--- src/rtl/seq_left_shifter.sv ---
// seq_left_shifter
//
// Iterative left shifter. It moves one bit position per clock and uses a
// start/busy/done handshake. On an accepted start it latches the operand,
// the shift amount (clamped to WIDTH) and the fill bit. It then shifts
// serially and presents a held result together with carry/overflow flags.
//
// Ports:
//   CLK           rising-edge clock
//   RST           synchronous reset, active-high, overrides everything
//   start         request; accepted only when idle and not presenting done
//   data_in       operand, captured on accepted start
//   shamt         shift amount, captured on accepted start (>= WIDTH clamps)
//   fill_bit      value shifted into the LSB, captured on accepted start
//   data_out      result register, held until the next operation completes
//   carry_out     last bit shifted out of the MSB (0 for a zero shift)
//   lost_nonzero  1 if any 1 bit left the MSB during the operation
//   busy          high while an operation is in flight, including the done cycle
//   done          single-cycle pulse; data_out/carry_out/lost_nonzero are valid
//
// Handshake: a request is taken on a rising edge where start = 1 and busy = 0.
// Once it is taken, busy rises and start, data_in, shamt and fill_bit are
// ignored until busy falls again. done pulses for exactly one cycle as the
// last cycle of busy. Because busy is still high during that cycle, a start
// asserted then is ignored. The earliest new request is the cycle after done.
//
// busy, done and the result registers are registered images of the FSM. They
// lag the state register by one cycle. With the load edge numbered 0 and n the
// clamped count, done is therefore high in the cycle after edge n + 1.

module seq_left_shifter #(
    parameter int WIDTH   = 16,
    parameter int SHAMT_W = 5
) (
    input  logic               CLK,
    input  logic               RST,
    input  logic               start,
    input  logic [WIDTH-1:0]   data_in,
    input  logic [SHAMT_W-1:0] shamt,
    input  logic               fill_bit,
    output logic [WIDTH-1:0]   data_out,
    output logic               carry_out,
    output logic               lost_nonzero,
    output logic               busy,
    output logic               done
);

    // The counter must be able to hold WIDTH itself (the clamped case).
    localparam int CNT_W = $clog2(WIDTH + 1);
    localparam logic [CNT_W-1:0] CNT_ZERO = '0;
    localparam logic [CNT_W-1:0] CNT_ONE  = CNT_W'(1);

    typedef enum logic [1:0] {
        ST_IDLE  = 2'd0,
        ST_SHIFT = 2'd1,
        ST_DONE  = 2'd2
    } state_t;

    state_t state_q;
    state_t state_d;

    logic [WIDTH-1:0] work_q;
    logic             fill_q;
    logic [CNT_W-1:0] cnt_q;
    logic             carry_q;
    logic             lost_q;

    logic             load;
    logic [CNT_W-1:0] cnt_load;

    // Clamp the requested amount to WIDTH.
    always_comb begin
        cnt_load = CNT_ZERO;
        if (32'(shamt) >= WIDTH) begin
            cnt_load = CNT_W'(WIDTH);
        end else begin
            cnt_load = CNT_W'(shamt);
        end
    end

    // FSM state register.
    always_ff @(posedge CLK) begin
        if (RST) begin
            state_q <= ST_IDLE;
        end else begin
            state_q <= state_d;
        end
    end

    // FSM next-state logic. While done is showing, the state is already IDLE.
    // The !done term keeps a start in that cycle from being taken.
    always_comb begin
        state_d = state_q;
        load    = 1'b0;
        case (state_q)
            ST_IDLE: begin
                if (start && !done) begin
                    load    = 1'b1;
                    state_d = (cnt_load == CNT_ZERO) ? ST_DONE : ST_SHIFT;
                end
            end
            ST_SHIFT: begin
                if (cnt_q == CNT_ONE) begin
                    state_d = ST_DONE;
                end
            end
            ST_DONE: begin
                state_d = ST_IDLE;
            end
            default: begin
                state_d = ST_IDLE;
            end
        endcase
    end

    // Datapath and registered outputs.
    always_ff @(posedge CLK) begin
        if (RST) begin
            work_q       <= '0;
            fill_q       <= 1'b0;
            cnt_q        <= CNT_ZERO;
            carry_q      <= 1'b0;
            lost_q       <= 1'b0;
            data_out     <= '0;
            carry_out    <= 1'b0;
            lost_nonzero <= 1'b0;
            busy         <= 1'b0;
            done         <= 1'b0;
        end else begin
            busy <= (state_q != ST_IDLE);
            done <= (state_q == ST_DONE);

            if (load) begin
                work_q  <= data_in;
                fill_q  <= fill_bit;
                cnt_q   <= cnt_load;
                carry_q <= 1'b0;
                lost_q  <= 1'b0;
            end else if (state_q == ST_SHIFT) begin
                work_q  <= {work_q[WIDTH-2:0], fill_q};
                carry_q <= work_q[WIDTH-1];
                lost_q  <= lost_q | work_q[WIDTH-1];
                cnt_q   <= cnt_q - CNT_ONE;
            end

            // The work register is frozen in DONE, so the result is captured there.
            if (state_q == ST_DONE) begin
                data_out     <= work_q;
                carry_out    <= carry_q;
                lost_nonzero <= lost_q;
            end
        end
    end

endmodule

--- config.mk ---
export PLATFORM = sky130hd
export DESIGN_NAME = seq_left_shifter
export DESIGN_NICKNAME = d
export VERILOG_FILES = /design/src/rtl/seq_left_shifter.sv
export SDC_FILE = /design/constraint.sdc
export NUM_CORES = 1
export LEC_CHECK = 0
export BUFFER_PORTS_ARGS = -buffer_cell sky130_fd_sc_hd__buf_2
export CAP_MARGIN = 20
export CORE_ASPECT_RATIO = 0.9
export CORE_MARGIN = 2
export CORE_UTILIZATION = 48
export DETAILED_ROUTE_END_ITERATION = 16
export PLACE_DENSITY = 0.75
export SYNTH_ARGS = -nofsm -noshare
export SYNTH_HDL_FRONTEND = slang
export SYNTH_SLANG_ARGS = --single-unit
--- constraint.sdc ---
create_clock -name CLK -period 1.4 [get_ports CLK]
set_input_delay 0.21 -clock CLK [delete_from_list [all_inputs] [get_ports CLK]]
set_output_delay 0.21 -clock CLK [all_outputs]
set_load 0.005 [all_outputs]
# [After elaboration in Yosys (flattened, before gate mapping)]
# Cells that the tools add are included.
[word_totals] elab_cells=38 inputBits=25 out_inout_bits=20 regBits=46
[op_classes] bitwise_logic=1 n_mux=11 n_lt_le_gt_ge=1 n_eq_ne=5 reduce_logical=8 add_sub_neg=1
[ops] op="2-to-1 mux 16 bit" count=2
[ops] op="2-to-1 mux 5 bit" count=3
[ops] op="2-to-1 mux 2 bit" count=3
[ops] op="== test 5 x 1 -> 1 bit (second input constant)" count=1
[ops] op="greater-or-equal comparator 5 bit (second input constant)" count=1
[ops] op="zero test 5 bit" count=1
[ops] op="subtractor 5 x 1 -> 5 bit (second input constant)" count=1
[ops] op="!= test 2 bit (second input constant)" count=2
[ops] op="case mux 2 bit (2 select lines)" count=1
[ops] op="nonzero test 2 bit" count=2
[ops] op="== test 2 x 1 -> 1 bit (second input constant)" count=1
[ops] op="== test 2 bit (second input constant)" count=1
[ops] op="zero test 2 bit" count=1
[ops] op="2-to-1 mux 1 bit" count=2
[ops] op="AND reduction 2 bit" count=1
[ops] op="OR reduction 2 bit" count=1
[ops] op="logical AND 1 bit" count=1
[ops] op="zero test 1 bit" count=1
[ops] op="OR 1 bit" count=1

# [Depth between registers and ports, before layout]
# Gate-level depths: netlist (run 1).
[logic_depth] word_depth=6 mapped_depth=6 ltp_nobuf=6

# [Worst setup path after synthesis (run 1)]
# OpenSTA, ideal clock, no wires.
[synth_timing] kind="reg2reg" from="register cnt_q[0]" to="register cnt_q[4]" setup_time_ps=128 required_ps=1272 period_less_slack_ps=1358 path_slack_ps=42 path_buffers=0 arrival_time_ps=1231 stages_incl_launch_ff=7 path_cell_list="dfxtp_1 > inv_1 > ha_1 > nor3b_1 > xor2_1 > a222oi_1 > nor2_1"
[synth_between] elab_chain_cells=3
[synth_lines] element="start, declared" line_no="64" text="logic [CNT_W-1:0] cnt_q;"
[synth_lines] element="start signal, assigned" line_no="136" text="cnt_q <= cnt_load;"
[synth_lines] element="start signal, assigned" line_no="143" text="cnt_q <= cnt_q - CNT_ONE;"
[synth_lines] element="subtractor 5 x 1 -> 5 bit" line_no="143"
[synth_lines] element="2-to-1 mux 5 bit" line_no="139" text="end else if (state_q == ST_SHIFT) begin"
[synth_lines] element="2-to-1 mux 5 bit" line_no="133" text="if (load) begin"
# Every way passes these cells. The select of a mux whose other input is x is not followed.
# A chain may end at the register's enable or synchronous reset.

# [Final worst setup path (run 1)]
[layout_timing] from="register cnt_q[1]" to="register cnt_q[4]"
# The elaborated chain is that of the path after synthesis.

==> metrics, run 1 <==
Vert. Die Dim=65.8 um; total clock sinks=46; upper clock frequency limit=704 MHz; multiplexer area fraction after synthesis=0.492%; CTS tree=built; top cell types by occurrence after synthesis=sky130_fd_sc_hd__dfxtp_1 (46), sky130_fd_sc_hd__nand2_1 (39), sky130_fd_sc_hd__nor2_1 (28), sky130_fd_sc_hd__a21oi_1 (23), sky130_fd_sc_hd__nor2b_1 (18); setup TNS=-0.0207 ns; list of cells traversed by the critical path=inv_2 > ha_4 > nor3b_4 > xor2_1 > a222oi_1 > nor2_1; layout net count=310; DRC violation total after the first TritonRoute iteration=91; slew of the pin with the lowest slew margin=0.374 ns; Detailed Route WL=4430 um; dominant register cell in the synthesized netlist=sky130_fd_sc_hd__dfxtp_1; Compound-Gate Fraction of Synth Area=22.1%; hold-critical path endpoint=fill_q; worst hold path stage count=3; CP Buf/Inv Count=1; worst ir drop on vdd=0.000733 V; result of the run=finished with violations; io pins=45; routability congestion estimate=0.819; pre-CTS worst setup slack=0.00514 ns; Post-Synthesis Net Count=262; most common cell in the netlist=sky130_fd_sc_hd__dfxtp_1; Area growth, synth to finish=24.2%; violated checks=negative setup slack; number of search-and-repair iterations in the first detailed-routing pass=5; sequential cell area fraction in the yosys report=45.3%; number of hold-slack violations in the final timing report=0; setup slack on the worst flop-to-flop path=-0.02 ns; clock slew at reported path FFs=0.09 ns; Horiz. Die Dim=72.6 um; #FFs+latches synth=46; number of warnings printed during yosys synthesis=0; Worst Clk Skew=0.00703 ns; post-synthesis instance area=2030 sq um; leak pwr=1.09 nW; data required time at the worst endpoint=1.58 ns; met3 usage in global routing=4.60%; Hold Crit Start=fill_bit; global-route wire length before repair=7220 um; Synth area leader=sky130_fd_sc_hd__dfxtp_1; final setup slack of the worst path=-0.0207 ns; initial cell density of the core=49.9%; All-Layer GR Usage=19.4%; Simple-Gate Fraction of Synth Area=23.4%; Most Crowded Layer GR=met2; number of max-slew violations in the final report=0; endpoint of the worst-slack reg-to-reg timing path=cnt_q[4]; critical path class=flop to flop; vias in the first global route=1548; grt ovf=0; count of different cell masters after synthesis=29; cell with the largest stage delay on the worst path=sky130_fd_sc_hd__dfxtp_2; source of the worst register-to-register timing path=cnt_q[1]; headroom to the max-slew limit=74.7%; DRC violations left=0; synthesized netlist cell count=235; final antenna-violating net count=0; endpoint kind of the worst setup timing path=flop; worst-case reg-to-reg path depth=6; top-area cell type share of the netlist area=45.3%; htree depth=2; initial antenna violation count=0; maximum net fanout on the critical path=2; Placement Rows=22; buffer cell driving the clock tree root=sky130_fd_sc_hd__clkbuf_8; clock tree buffer depth=2; Crit path arrival time=1.61 ns; number of synthesized flops with an enable pin=0; number of maximum-capacitance constraint violations=0; GRT met2 Usage=30.3%; ratio of cells with drive above 1 in the final layout=28.2%; core area=4070 sq um; total via count after detailed routing=1780; estimated wirelength of the detail-placed design=3030 um; largest incremental delay on the critical path=0.35 ns; power per cell area=1280 nW/um^2; synthesized area divided by synthesized cell count=8.66 sq um; port buffer count=44; fraction of registers with async set or reset after synthesis=0%; final antenna diode count=0; Top Family by Delay on Critical Path=flip-flops; Tightest Hold Check Type=input port to flop; area of the die=4780 sq um; largest net degree at the start of global routing=35; later-pin clock latency in the skew report=0.30 ns; number of setup violations in the final report=1; met1 Resource Use GR=26.7%; largest cells by area after synthesis=sky130_fd_sc_hd__dfxtp_1 (45%), sky130_fd_sc_hd__nand2_1 (7.2%), sky130_fd_sc_hd__a2bb2oi_1 (6.9%); crit path launch type=flop; final cycle utilization of the critical path=101%; CTS Buf Count=5; XOR/XNOR share of the synthesized area=0.861%; post-synthesis share of cell area spent on full adders, half adders and majority gates=1.23%; hold_ws=0.162 ns; WL per Instance=13.3 um; largest family of logic cells by synthesized area=simple AND/OR/NAND/NOR gates; setup repair after global routing missed its margin=true; drt via density=5.36; Period minus WS final=1.42 ns
==> stage by stage <==
stage / util [%] / power (W) / cell area [sq um] / std cells
6_report: 62.0 / 0.00323 / 2530 / 332
5_1_grt: 62.0 / 0.00337 / 2530 / 332
4_1_cts: 61.1 / 0.00320 / 2490 / 331
3_5_place_dp: 57.4 / 0.00203 / 2340 / 322
3_3_place_gp: 57.4 / 0.00201 / 2340 / 322
2_1_floorplan: - / 0.00187 / 2030 / 235
==> cells by family after synthesis <==
family                   after synthesis
adder cells (fa/ha/maj)                2
multiplexers                           1
buffers and inverters                 23
AND/OR/NAND/NOR                       97
AO/OA/AOI/OAI                         64
flip-flops                            46
XOR/XNOR                               2
==> layout make-up <==
| class | instances | area (sq um) |
|---|---|---|
| clock buffer | 5 | 68.8 |
| sequential | 46 | 926 |
| clock inverter | 3 | 68.8 |
| tap | 48 | 60.1 |
| inverter | 4 | 15.0 |
| multi-input combinational | 166 | 1010 |
| timing repair buffer | 60 | 378 |
| fill | 368 | 1550 |
==> worst reg2reg max path: stages (launching register included) <==
cell and delay (ns):
sky130_fd_sc_hd__dfxtp_2 0.35, sky130_fd_sc_hd__inv_2 0.06, sky130_fd_sc_hd__ha_4 0.15, sky130_fd_sc_hd__nor3b_4 0.14
sky130_fd_sc_hd__xor2_1 0.17, sky130_fd_sc_hd__a222oi_1 0.35, sky130_fd_sc_hd__nor2_1 0.09
==> flip-flops by register name (all words and copies together) (netlist names) <==
name,count
data_out,16
busy,1
work_q,16
cnt_q,5
state_q,2
fill_q,1
carry_out,1
done,1
carry_q,1
lost_nonzero,1
lost_q,1
==> worst max-delay path by stage <==
| stage | startpoint | endpoint | slack, ns | depth (start not counted) |
|---|---|---|---|---|
| after global placement | cnt_q[1] | cnt_q[4] | 0.07 | 6 |
| final | cnt_q[1] | cnt_q[4] | -0.02 | 6 |
| after global routing | cnt_q[1] | cnt_q[4] | -0.06 | 6 |
| after CTS | cnt_q[0] | cnt_q[4] | 0.007 | 6 |
| after floorplan | cnt_q[0] | cnt_q[4] | 0.04 | 6 |
| after detailed placement | cnt_q[1] | cnt_q[4] | 0.005 | 6 |
==> where the power goes <==
group	leakage, nW	switching, W	total (W)	internal [W]
Sequential	0.376	0.0000806	0.00147	0.00139
Combinational	0.642	0.000288	0.000589	0.000302
Clock	0.0683	0.000454	0.00117	0.000715
==> cells in the final DEF, fill, tap and decap left out, drive strengths merged <==
cell type  count
xor2           1
bufinv         2
a221oi         3
clkbuf         5
nand2b         3
dfxtp         46
ha             2
nand2         39
buf           60
nor3b          1
nor4b          2
inv            4
clkinv         1
xnor2          1
o41ai          1
a222oi         1
and2b          1
nor2          28
a21oi         23
nor3           3
a22oi         17
a2bb2oi       16
o21ai          2
nand4bb        1
nor2b         19
o21bai         1
mux2i          1
==> repair_timing <==
| item | CTS | global route |
|---|---|---|
| setup buffers | 1 | 1 |
| gates resized for setup | 3 | 8 |
| hold buffers | 0 | 0 |
| pin swaps | 1 | 4 |
| endpoints found under the setup margin | 1 | 14 |
==> per-layer routing <==
| layer | vias up | wire (um) |
|---|---|---|
| li1 | 907 | - |
| met1 | 825 | 2180 |
| met2 | 46 | 2040 |
| met3 | 2 | 184 |
| met4 | 0 | 27 |
| met5 | - | 0 |
No activity file was read; power rests on OpenSTA's default activity.
==> inputs of run 2 (changes only) <==
--- a/config.mk
+++ b/config.mk
@@ -9,9 +9,10 @@
 export CAP_MARGIN = 20
 export CORE_ASPECT_RATIO = 0.9
 export CORE_MARGIN = 2
-export CORE_UTILIZATION = 48
+export CORE_UTILIZATION = 50
+export CTS_BUF_LIST = sky130_fd_sc_hd__clkbuf_2 sky130_fd_sc_hd__clkbuf_4 sky130_fd_sc_hd__clkbuf_8
 export DETAILED_ROUTE_END_ITERATION = 16
-export PLACE_DENSITY = 0.75
+export PLACE_DENSITY = 0.77
 export SYNTH_ARGS = -nofsm -noshare
 export SYNTH_HDL_FRONTEND = slang
 export SYNTH_SLANG_ARGS = --single-unit
==> run 2 against run 1 <==
  * The run now ends clean
  * Setup slack improved by 0.069 ns
  * Worst hold slack got worse by 0.018 ns
  * Sequential share of layout area rose by 0.48 points
  * Via count rose by 0.79%
  * Critical path depth did not move
  * Final cell count did not move
  * Final area fell by 1.3%
  * Largest power group unchanged
  * Highest routed layer unchanged
==> metrics, run 2 (same netlist as run 1, synthesis figures left out) <==
leak pwr=1.07 nW (-1.5%); CTS Buf Count=5 (unchanged); crit path launch type=flop; combinational share of power=20.6% (+2.3 points); headroom to the max-slew limit=75.0% (+0.29 points); final cycle utilization of the critical path=96.6% (-4.9 points); cell-internal power=0.00204 W (-15%); Reg power frac=51.2% (+5.7 points); non-filler cells in the finished layout=332 (unchanged); slew of the pin with the lowest slew margin=0.373 ns (-0.000382 ns); clock slew at reported path FFs=0.09 ns (about the same); pre-CTS worst setup slack=-0.0598 ns (-0.0649 ns); number of search-and-repair iterations in the first detailed-routing pass=4 (-1); critical path class=flop to flop; Tightest Hold Check Type=input port to flop; layout net count=312 (+0.65%); total via count after detailed routing=1794 (+0.79%); core area=3810 sq um (-6.5%); initial cell density of the core=53.4% (+3.5 points); Horiz. Die Dim=71.2 um (-1.9%); drt via density=5.40 (+0.79%); number of hold-slack violations in the final timing report=0 (unchanged); number of setup violations in the final report=0 (-1); htree depth=2 (unchanged); power dissipated by switching net loads=0.000825 W (+0.24%); power per cell area=1150 nW/um^2 (-10%); Vert. Die Dim=64.5 um (-1.9%); maximum net fanout on the critical path=3 (+1); data required time at the worst endpoint=1.59 ns (about the same); Period minus WS final=1.35 ns (-0.0690 ns); hold_buf cts=0 (unchanged); result of the run=complete, no violations; largest net degree at the start of global routing=24 (-31%); Worst Clk Skew=0.00868 ns (+0.00165 ns); final antenna-violating net count=0 (unchanged); io pins=45 (unchanged); Detailed Route WL=4520 um (+1.9%); buffer cell driving the clock tree root=sky130_fd_sc_hd__clkbuf_8; setup repair after global routing missed its margin=true; DRC violation total after the first TritonRoute iteration=177 (+95%); global-route wire length before repair=7280 um (+0.76%); endpoint kind of the worst setup timing path=flop; Crit path arrival time=1.54 ns (-0.07 ns); registers with the highest flip-flop counts=data_out x16, work_q x16, cnt_q x5; commonest non-fill, non-tap cell in the layout=sky130_fd_sc_hd__buf_2; Inst Count DP=322 (unchanged); initial antenna violation count=0 (unchanged); Area growth, synth to finish=22.6%; routability congestion estimate=0.850 (+3.8%); final antenna diode count=0 (unchanged); number of max-slew violations in the final report=0 (unchanged); Placement Rows=21 (-4.5%); ratio of cells with drive above 1 in the final layout=29.7% (+1.6 points); clock share of power=28.2% (-8.0 points); total clock sinks=46 (unchanged); WL per Instance=13.6 um (+1.9%); port buffer count=44 (unchanged); area of the die=4600 sq um (-3.8%); CTS tree=built; DRC violations left=0 (unchanged); later-pin clock latency in the skew report=0.30 ns (about the same); upper clock frequency limit=740 MHz (+5.1%); worst ir drop on vdd=0.000649 V (-11%); number of maximum-capacitance constraint violations=0 (unchanged); most frequent cells in the layout=sky130_fd_sc_hd__buf_2 (44), sky130_fd_sc_hd__dfxtp_1 (42), sky130_fd_sc_hd__nand2_1 (39), sky130_fd_sc_hd__nor2_1 (28), sky130_fd_sc_hd__a21oi_1 (23); estimated wirelength of the detail-placed design=3170 um (+4.6%); grt ovf=0 (unchanged); switching part of the total power=28.8% (+3.3 points); vias in the first global route=1577 (+1.9%); final setup slack of the worst path=0.0483 ns (+0.0690 ns); clock tree buffer depth=2 (unchanged); All-Layer GR Usage=19.8% (+0.38 points)
[run 2: layout make-up]
cell class	instances	area, sq um
Clock inverter	3	21.3
Timing Repair Buffer	62	383
Sequential cell	46	926
Clock buffer	5	68.8
Inverter	4	15.0
Tap cell	46	57.6
Fill cell	336	1320
Multi-Input combinational cell	166	1020
[run 2: worst max-delay path: stages, from the launching register on]
cell,delay [ns]
sky130_fd_sc_hd__dfxtp_2,0.34
sky130_fd_sc_hd__inv_2,0.05
sky130_fd_sc_hd__ha_4,0.16
sky130_fd_sc_hd__nor3b_4,0.14
sky130_fd_sc_hd__xor2_1,0.15
sky130_fd_sc_hd__a222oi_1,0.33
sky130_fd_sc_hd__nor2_1,0.08
[run 2: power groups by stage]
stage / combinational (W) / clock, W / sequential [W]
detailed placement: 0.000532 / 0 / 0.00148
finish: 0.000589 / 0.000807 / 0.00146
global route: 0.000644 / 0.000884 / 0.00148
global placement: 0.000521 / 0 / 0.00148
CTS: 0.000537 / 0.000820 / 0.00145
floorplan: 0.000403 / 0 / 0.00147
[run 2: worst paths after layout]
check                    start            to  slack [ns]  cells after the start
hold reg to reg   data_out[15]  data_out[15]        0.45                      2
hold / removal        fill_bit        fill_q        0.14                      3
setup / recovery      cnt_q[1]      cnt_q[4]        0.05                      6
setup reg to reg      cnt_q[1]      cnt_q[4]        0.05                      6
[run 2: timing repair]
| item | 4_1_cts | 5_1_grt |
|---|---|---|
| pin swaps | 1 | 3 |
| cloned | 0 | 0 |
| gates resized for setup | 2 | 16 |
| endpoints found under the hold margin | 0 | 0 |
| endpoints found under the setup margin | 10 | 36 |
| buffers inserted | 0 | 2 |
[run 2: stage by stage]
step	power (W)	area [sq um]	util, %	TNS, ns	hold WS, ns
after detailed placement	0.00201	2320	61.0	-0.548	0.444
after floorplan	0.00187	2030	-	0	0.357
after global routing	0.00300	2490	65.5	-0.0118	0.156
after global placement	0.00200	2320	61.0	-0.114	0.439
after CTS	0.00281	2420	63.5	-0.0762	0.147
final	0.00286	2490	65.5	0	0.144
[run 2: per-layer routing]
layer / GRT usage, % / vias to the layer above / part of all wire (%)
li1: - / 911 / -
met1: 28.7 / 819 / 48
met2: 28.5 / 60 / 45
met3: 4.82 / 4 / 6.2
met4: 7.08 / 0 / 0.84
met5: 0 / - / 0
